### src/rtl/hc165_shift_tx.sv
// Parallel-in / serial-out frame transmitter in the style of a 74HC165, paced by a bit-rate Tick.
// Optional even-parity bit after the data is compiled in with HC165_TX_PARITY_EN.
module hc165_shift_tx #(
  parameter int WIDTH     = 8,
  parameter bit MSB_FIRST = 1'b1
) (
  input  logic             Clk,
  input  logic             Reset,
  input  logic             Start,
  input  logic [WIDTH-1:0] Data,
  input  logic             Tick,
  output logic             Q,
  output logic             Qn,
  output logic             Frame,
  output logic             Busy,
  output logic             Done,
  output logic [1:0]       dbg_state
);

  localparam int CW = $clog2(WIDTH + 1);
  localparam logic [CW-1:0] LAST_BIT = CW'(WIDTH - 1);

  typedef enum logic [1:0] {
    S_IDLE   = 2'd0,
    S_SHIFT  = 2'd1,
`ifdef HC165_TX_PARITY_EN
    S_PARITY = 2'd2,
`endif
    S_DONE   = 2'd3
  } state_t;

  state_t           state_q, state_d;
  logic [WIDTH-1:0] sr_q, sr_d;
  logic [CW-1:0]    cnt_q, cnt_d;
  logic             q_q, q_d;
  logic             qn_q, qn_d;
  logic             frame_q, frame_d;
  logic             busy_q, busy_d;
  logic             done_q, done_d;
  logic             out_bit;
`ifdef HC165_TX_PARITY_EN
  logic             par_q, par_d;
`endif

  // Handshake: Start is a level request sampled only in IDLE; there is no ready,
  // Busy/Frame/Done report frame progress one Clk after the state they describe.
  always_comb begin
    state_d = state_q;
    sr_d    = sr_q;
    cnt_d   = cnt_q;
`ifdef HC165_TX_PARITY_EN
    par_d   = par_q;
`endif
    out_bit = MSB_FIRST ? sr_q[WIDTH-1] : sr_q[0];

    case (state_q)
      S_IDLE: begin
        if (Start) begin
          sr_d    = Data;
          cnt_d   = '0;
`ifdef HC165_TX_PARITY_EN
          par_d   = ^Data;
`endif
          state_d = S_SHIFT;
        end
      end
      S_SHIFT: begin
        if (Tick) begin
          sr_d  = MSB_FIRST ? {sr_q[WIDTH-2:0], 1'b0} : {1'b0, sr_q[WIDTH-1:1]};
          cnt_d = cnt_q + CW'(1);
          if (cnt_q == LAST_BIT) begin
`ifdef HC165_TX_PARITY_EN
            state_d = S_PARITY;
`else
            state_d = S_DONE;
`endif
          end
        end
      end
`ifdef HC165_TX_PARITY_EN
      S_PARITY: begin
        if (Tick) state_d = S_DONE;
      end
`endif
      S_DONE: begin
        state_d = S_IDLE;
      end
      default: begin
        state_d = S_IDLE;
      end
    endcase
  end

  // Line outputs are registered views of the current state, hence the one-Clk latency.
  always_comb begin
    q_d     = 1'b0;
    frame_d = 1'b0;
    busy_d  = 1'b0;
    done_d  = 1'b0;
    case (state_q)
      S_SHIFT: begin
        q_d     = out_bit;
        frame_d = 1'b1;
        busy_d  = 1'b1;
      end
`ifdef HC165_TX_PARITY_EN
      S_PARITY: begin
        q_d     = par_q;
        frame_d = 1'b1;
        busy_d  = 1'b1;
      end
`endif
      S_DONE: begin
        done_d = 1'b1;
      end
      default: begin
        q_d = 1'b0;
      end
    endcase
    qn_d = ~q_d;
  end

  always_ff @(posedge Clk or posedge Reset) begin
    if (Reset) begin
      state_q <= S_IDLE;
      sr_q    <= '0;
      cnt_q   <= '0;
      q_q     <= 1'b0;
      qn_q    <= 1'b1;
      frame_q <= 1'b0;
      busy_q  <= 1'b0;
      done_q  <= 1'b0;
`ifdef HC165_TX_PARITY_EN
      par_q   <= 1'b0;
`endif
    end else begin
      state_q <= state_d;
      sr_q    <= sr_d;
      cnt_q   <= cnt_d;
      q_q     <= q_d;
      qn_q    <= qn_d;
      frame_q <= frame_d;
      busy_q  <= busy_d;
      done_q  <= done_d;
`ifdef HC165_TX_PARITY_EN
      par_q   <= par_d;
`endif
    end
  end

  assign Q         = q_q;
  assign Qn        = qn_q;
  assign Frame     = frame_q;
  assign Busy      = busy_q;
  assign Done      = done_q;
  assign dbg_state = state_q;

endmodule

### config.mk
export PLATFORM = sky130hd
export DESIGN_NAME = hc165_shift_tx
export DESIGN_NICKNAME = d
export VERILOG_FILES = /design/src/rtl/hc165_shift_tx.sv
export SDC_FILE = /design/constraint.sdc
export NUM_CORES = 1
export LEC_CHECK = 0
export CAP_MARGIN = 20
export CORE_ASPECT_RATIO = 0.9
export CORE_MARGIN = 1.5
export CORE_UTILIZATION = 29
export CTS_BUF_LIST = sky130_fd_sc_hd__clkbuf_16
export DETAILED_ROUTE_END_ITERATION = 16
export PLACE_DENSITY_LB_ADDON = 0.15
export SLEW_MARGIN = 5
export SYNTH_ARGS = -nofsm -noshare
export SYNTH_HDL_FRONTEND = slang
export SYNTH_SLANG_ARGS = --single-unit
### constraint.sdc
create_clock -name Clk -period 1.75 [get_ports Clk]
set_input_delay 0.2625 -clock Clk [delete_from_list [all_inputs] [get_ports Clk]]
set_output_delay 0.2625 -clock Clk [all_outputs]
set_load 0.01 [all_outputs]
### Word-level counts from Yosys, hierarchy flattened

Cells that the tools add are included.
W data, S select, Z words.

| operators by class | value |
|---|---|
| add/sub/neg operators | 1 |
| eq/ne operators | 6 |
| muxes and demuxes | 13 |
| bitwise operators | 1 |
| reduce and logical (&&, ||, !) cells | 4 |

Operators with widths:

| operator | number |
|---|---|
| $mux W8 | 2 |
| $pmux W8 S2 | 1 |
| $mux W4 | 2 |
| $pmux W4 S2 | 1 |
| $mux W2 | 3 |
| $ne A2 B2 Y1 const B | 3 |
| $reduce_and A3 Y1 | 2 |
| $add A4 B1 Y4 const B | 1 |
| $eq A4 B3 Y1 const B | 1 |
| $pmux W2 S2 | 1 |
| $mux W1 | 3 |
| $eq A2 B1 Y1 const B | 1 |
| $eq A2 B2 Y1 const B | 1 |
| $logic_not A2 Y1 | 1 |
| $reduce_bool A2 Y1 | 1 |
| $not A1 Y1 | 1 |

| word-level totals | value |
|---|---|
| bits in registers | 18 |
| bits of input ports | 12 |
| output and inout bits | 7 |
| word-level logic and storage cells | 32 |

### Depth between registers and ports, before layout

| depth | value |
|---|---|
| word-level depth | 4 |
| mapped depth | 6 |
| mapped depth without buffers | 4 |

### Worst setup path before layout

No wires, ideal clock.

| path | value |
|---|---|
| path kind | flip-flop to flip-flop |
| start point | register state_q[1], in the netlist dbg_state[1] |
| end point | register sr_q[1] |
| arrival time | 1345 ps |
| data required time | 1625 ps |
| path slack | 280 ps |
| stages on the path, launching flop included | 6 |
| path buffers | 2 |
| clock period less this slack | 1470 ps |
| path through | dfrtp_1 buf_6 nand2b_4 buf_6 mux2_4 mux2_4 |

| on the way | value |
|---|---|
| cells in the longest elaborated chain, start to end | 3 |
| elaborated cells on any way between the ends | 7 |

RTL lines:

| what | RTL line | source |
|---|---|---|
| from (decl) | 32 | `state_t state_q, state_d;` |
| from (signal assigned) | 137 | `state_q <= state_d;` |
| $eq A2 B1 Y1 or $logic_not A2 Y1 (tied branches) | 56 | `case (state_q)` |
| $ne A2 B2 Y1 (no source line) or $reduce_bool A2 Y1 (tied branches) | - |  |
| $reduce_and A3 Y1 (no source line) | - |  |
| to (signal assigned) | 138 | `sr_q <= sr_d;` |
| to (decl) | 33 | `logic [WIDTH-1:0] sr_q, sr_d;` |

Several ways; a longest one is shown, not always the timed one.
A chain may end at the register's enable or synchronous reset.

### Final worst setup path

| path | value |
|---|---|
| start point | register state_q[0], in the netlist dbg_state[0] |
| end point | output dbg_state[0] |

RTL lines:

| what | RTL line | source |
|---|---|---|
| to (decl) | 17 | `output logic [1:0] dbg_state` |

No word-level cell between the ends.

==> impl_results.md <==
- Placer Congestion: 0.7001
- Root Driver: clkbuf_16
- Endpoints failing setup: 0
- Post-route ant nets: 0
- Fin crit share: 90.80%
- Slowest CP cell: clkdlybuf4s50_1
- Worst path depth: 1
- Die Area: 3450 um2
- Proportion of layout cells with a drive suffix above 1: 29.21%
- Final hold vios: 0
- Grt ovf: 0
- Hold Crit Class: in -> async
- Crit path max fanout: 8
- Yosys reg bits: 18
- CTS H-Tree Depth: 1
- Initial Utilization: 31.75%
- Leakage: 0.5594 nW
- CTS Hold Bufs: 0
- Die width: 61.75 um
- Buf/Inv on CP: 1
- Most frequent cells in the layout: clkdlybuf4s50_1, dfrtp_1, mux2_4
- Syn Nets: 80
- CTS clk-pin slew, worst paths: 50 ps
- DR pass1 iterations: 2
- Mapped Cells: 67
- Synth Cell Area: 900.9 um2
- Reg2reg start: dbg_state[0]$_DFFE_PP0P_
- Commonest non-fill, non-tap cell in the layout: clkdlybuf4s50_1
- 1st-iter DRT viols: 10
- Cell family with most CP delay: buffers and inverters
- Final min period: 1589 ps
- First-pass GRT wire length: 2.532 mm
- Nets: 103
- Vias/cell: 4.171
- Number of I/O pins: 19
- CORE AREA: 2838 um2
- Count of buffers from port buffering: 18
- Pin count of the biggest net entering global routing: 19
- Worst Setup Start Kind: flop
- Synthesized area per cell: 13.45 um2
- FF-to-FF End: sr_q[2]$_DFFE_PP0P_
- DP Area: 1120 um2
- Pwr/cell area: 1525 nW/um2
- Highest Clock Rate: 629.3 MHz
- CTS tree: yes
- N_diodes: 0
- Max-Cap Viols: 0
- CTS resizes: 0
- Peak supply drop: 0.7006 mV
- Worst path arrival time: 1330 ps
- CP Capture Type: primary output
- Filler cells: 298
- Clk_skew: 1.024 ps
- Critical path class: reg -> out
- FF-to-FF setup slack: 220 ps
- CTS Buf Count: 3
- Post-Route WL: 1.451 mm
- Sequential area share after synthesis: 50.14%
- Initial antenna violation count: 0
- Worst EP required: 1490 ps
- Vias: 538
- Vias in the first global route: 552
- Clk sinks: 18
- Clock Tree Buf Depth: 2
- RSZ-0062 raised after global routing: no
- Rows: 18
- Fin util: 42.24%
- Run status: complete, no violations
- Die Ht: 55.88 um
- Total Routing Usage GR: 10.14%
- Slew Limit Fails: 0
- Critical-path cell list: clkdlybuf4s50_1
- # Post-CTS Setup Buffers: 0
- Hpwl dp: 1.047 mm
- Synth Warn #: 0
- Clock Latency Late Sink: 250 ps
- Fin area: 1199 um2
- R2R cell count: 3
- Yosys cell types: 23
- Setup Total Neg Slack: 0 ps
- P&R area growth vs syn: 33.06%
- Worst-margin pin slew: 442.8 ps
- Crit-path max cell delay: 590 ps
- DR WL/cell: 11.25 um
- Slew HR: 69.64%
- Post-route DRC: 0
-- cell type report --
cell class / instances / area [um2] / share of cell area [%]
clock buffer: 3 / 75.07 / 6.263
clock inverter: 1 / 3.754 / 0.3132
inverter: 6 / 22.52 / 1.879
multi-input combinational: 39 / 385.4 / 32.15
sequential: 18 / 451.7 / 37.68
tap: 40 / 50.05 / 4.175
timing repair buffer: 22 / 210.2 / 17.54
-- flip-flops by register name, summed over array words and instances (netlist names) --
signal,cells
dbg_state,2
sr_q,8
Busy,1
Qn,1
Done,1
cnt_q,4
Q,1
-- cell usage after synthesis --
master,n,area [um2]
dfrtp_1,17,425.4
mux2_4,14,210.2
inv_1,6,22.52
nand2_1,5,18.77
buf_6,3,33.78
o21ai_0,3,15.01
a22o_1,2,17.52
nand3_1,2,10.01
and2_2,1,7.510
buf_4,1,7.510
dfstp_2,1,26.28
ha_1,1,12.51
mux2_2,1,11.26
mux2i_1,1,10.01
nand2b_4,1,13.76
nand4_1,1,6.260
nor2_1,1,3.750
nor2_4,1,11.26
nor4b_1,1,8.760
o21bai_1,1,7.510
o22ai_1,1,6.260
o41ai_1,1,8.760
or3_1,1,6.260
-- through the flow --
stage	power (mW)	hold slack [ps]	setup WS, ps	std cells
4_1_cts	1.846	338.2	153.9	129
6_report	1.828	325.7	161.0	129
5_1_grt	1.956	350.9	97.55	129
2_1_floorplan	1.212	200.3	280.3	67
3_3_place_gp	1.378	409.3	115.3	125
3_5_place_dp	1.382	413.0	95.00	125
-- power by group --
| group | switching (mW) | internal (mW) |
|---|---|---|
| clock | 0.156 | 0.304 |
| combinational | 0.233 | 0.450 |
| sequential | 0.104 | 0.582 |
-- routing by layer --
| layer | GRT usage [%] | wire [um] | vias to the layer above | share of wire, % |
|---|---|---|---|---|
| li1 | - | - | 271 | - |
| met1 | 14.49 | 737 | 250 | 51 |
| met2 | 13.08 | 609 | 13 | 42 |
| met3 | 4.884 | 83 | 4 | 5.7 |
| met4 | 3.647 | 21 | 0 | 1.4 |
| met5 | 0 | 0 | - | 0 |
-- worst max path at each step --
| stage | slack (ps) | to | startpoint |
|---|---|---|---|
| after global routing | 100 | sr_q[7]$_DFFE_PP0P_ | dbg_state[0]$_DFFE_PP0P_ |
| after floorplan | 280 | sr_q[1]$_DFFE_PP0P_ | dbg_state[1]$_DFFE_PP0P_ |
| after CTS | 150 | dbg_state[0] | dbg_state[0]$_DFFE_PP0P_ |
| final | 160 | dbg_state[0] | dbg_state[0]$_DFFE_PP0P_ |
| after global placement | 120 | sr_q[7]$_DFFE_PP0P_ | Tick |
| after detailed placement | 100 | sr_q[2]$_DFFE_PP0P_ | Tick |
-- cell families after synthesis --
kind of cell	share of synthesized area [%]
buffers and inverters	7.083
and+or+nand+nor	9.584
muxes	25.69
AOI/OAI and AO/OA	6.112
DFF	50.14
adders and majority gates	1.389
Note: power is estimated with default switching activity, not from simulation.
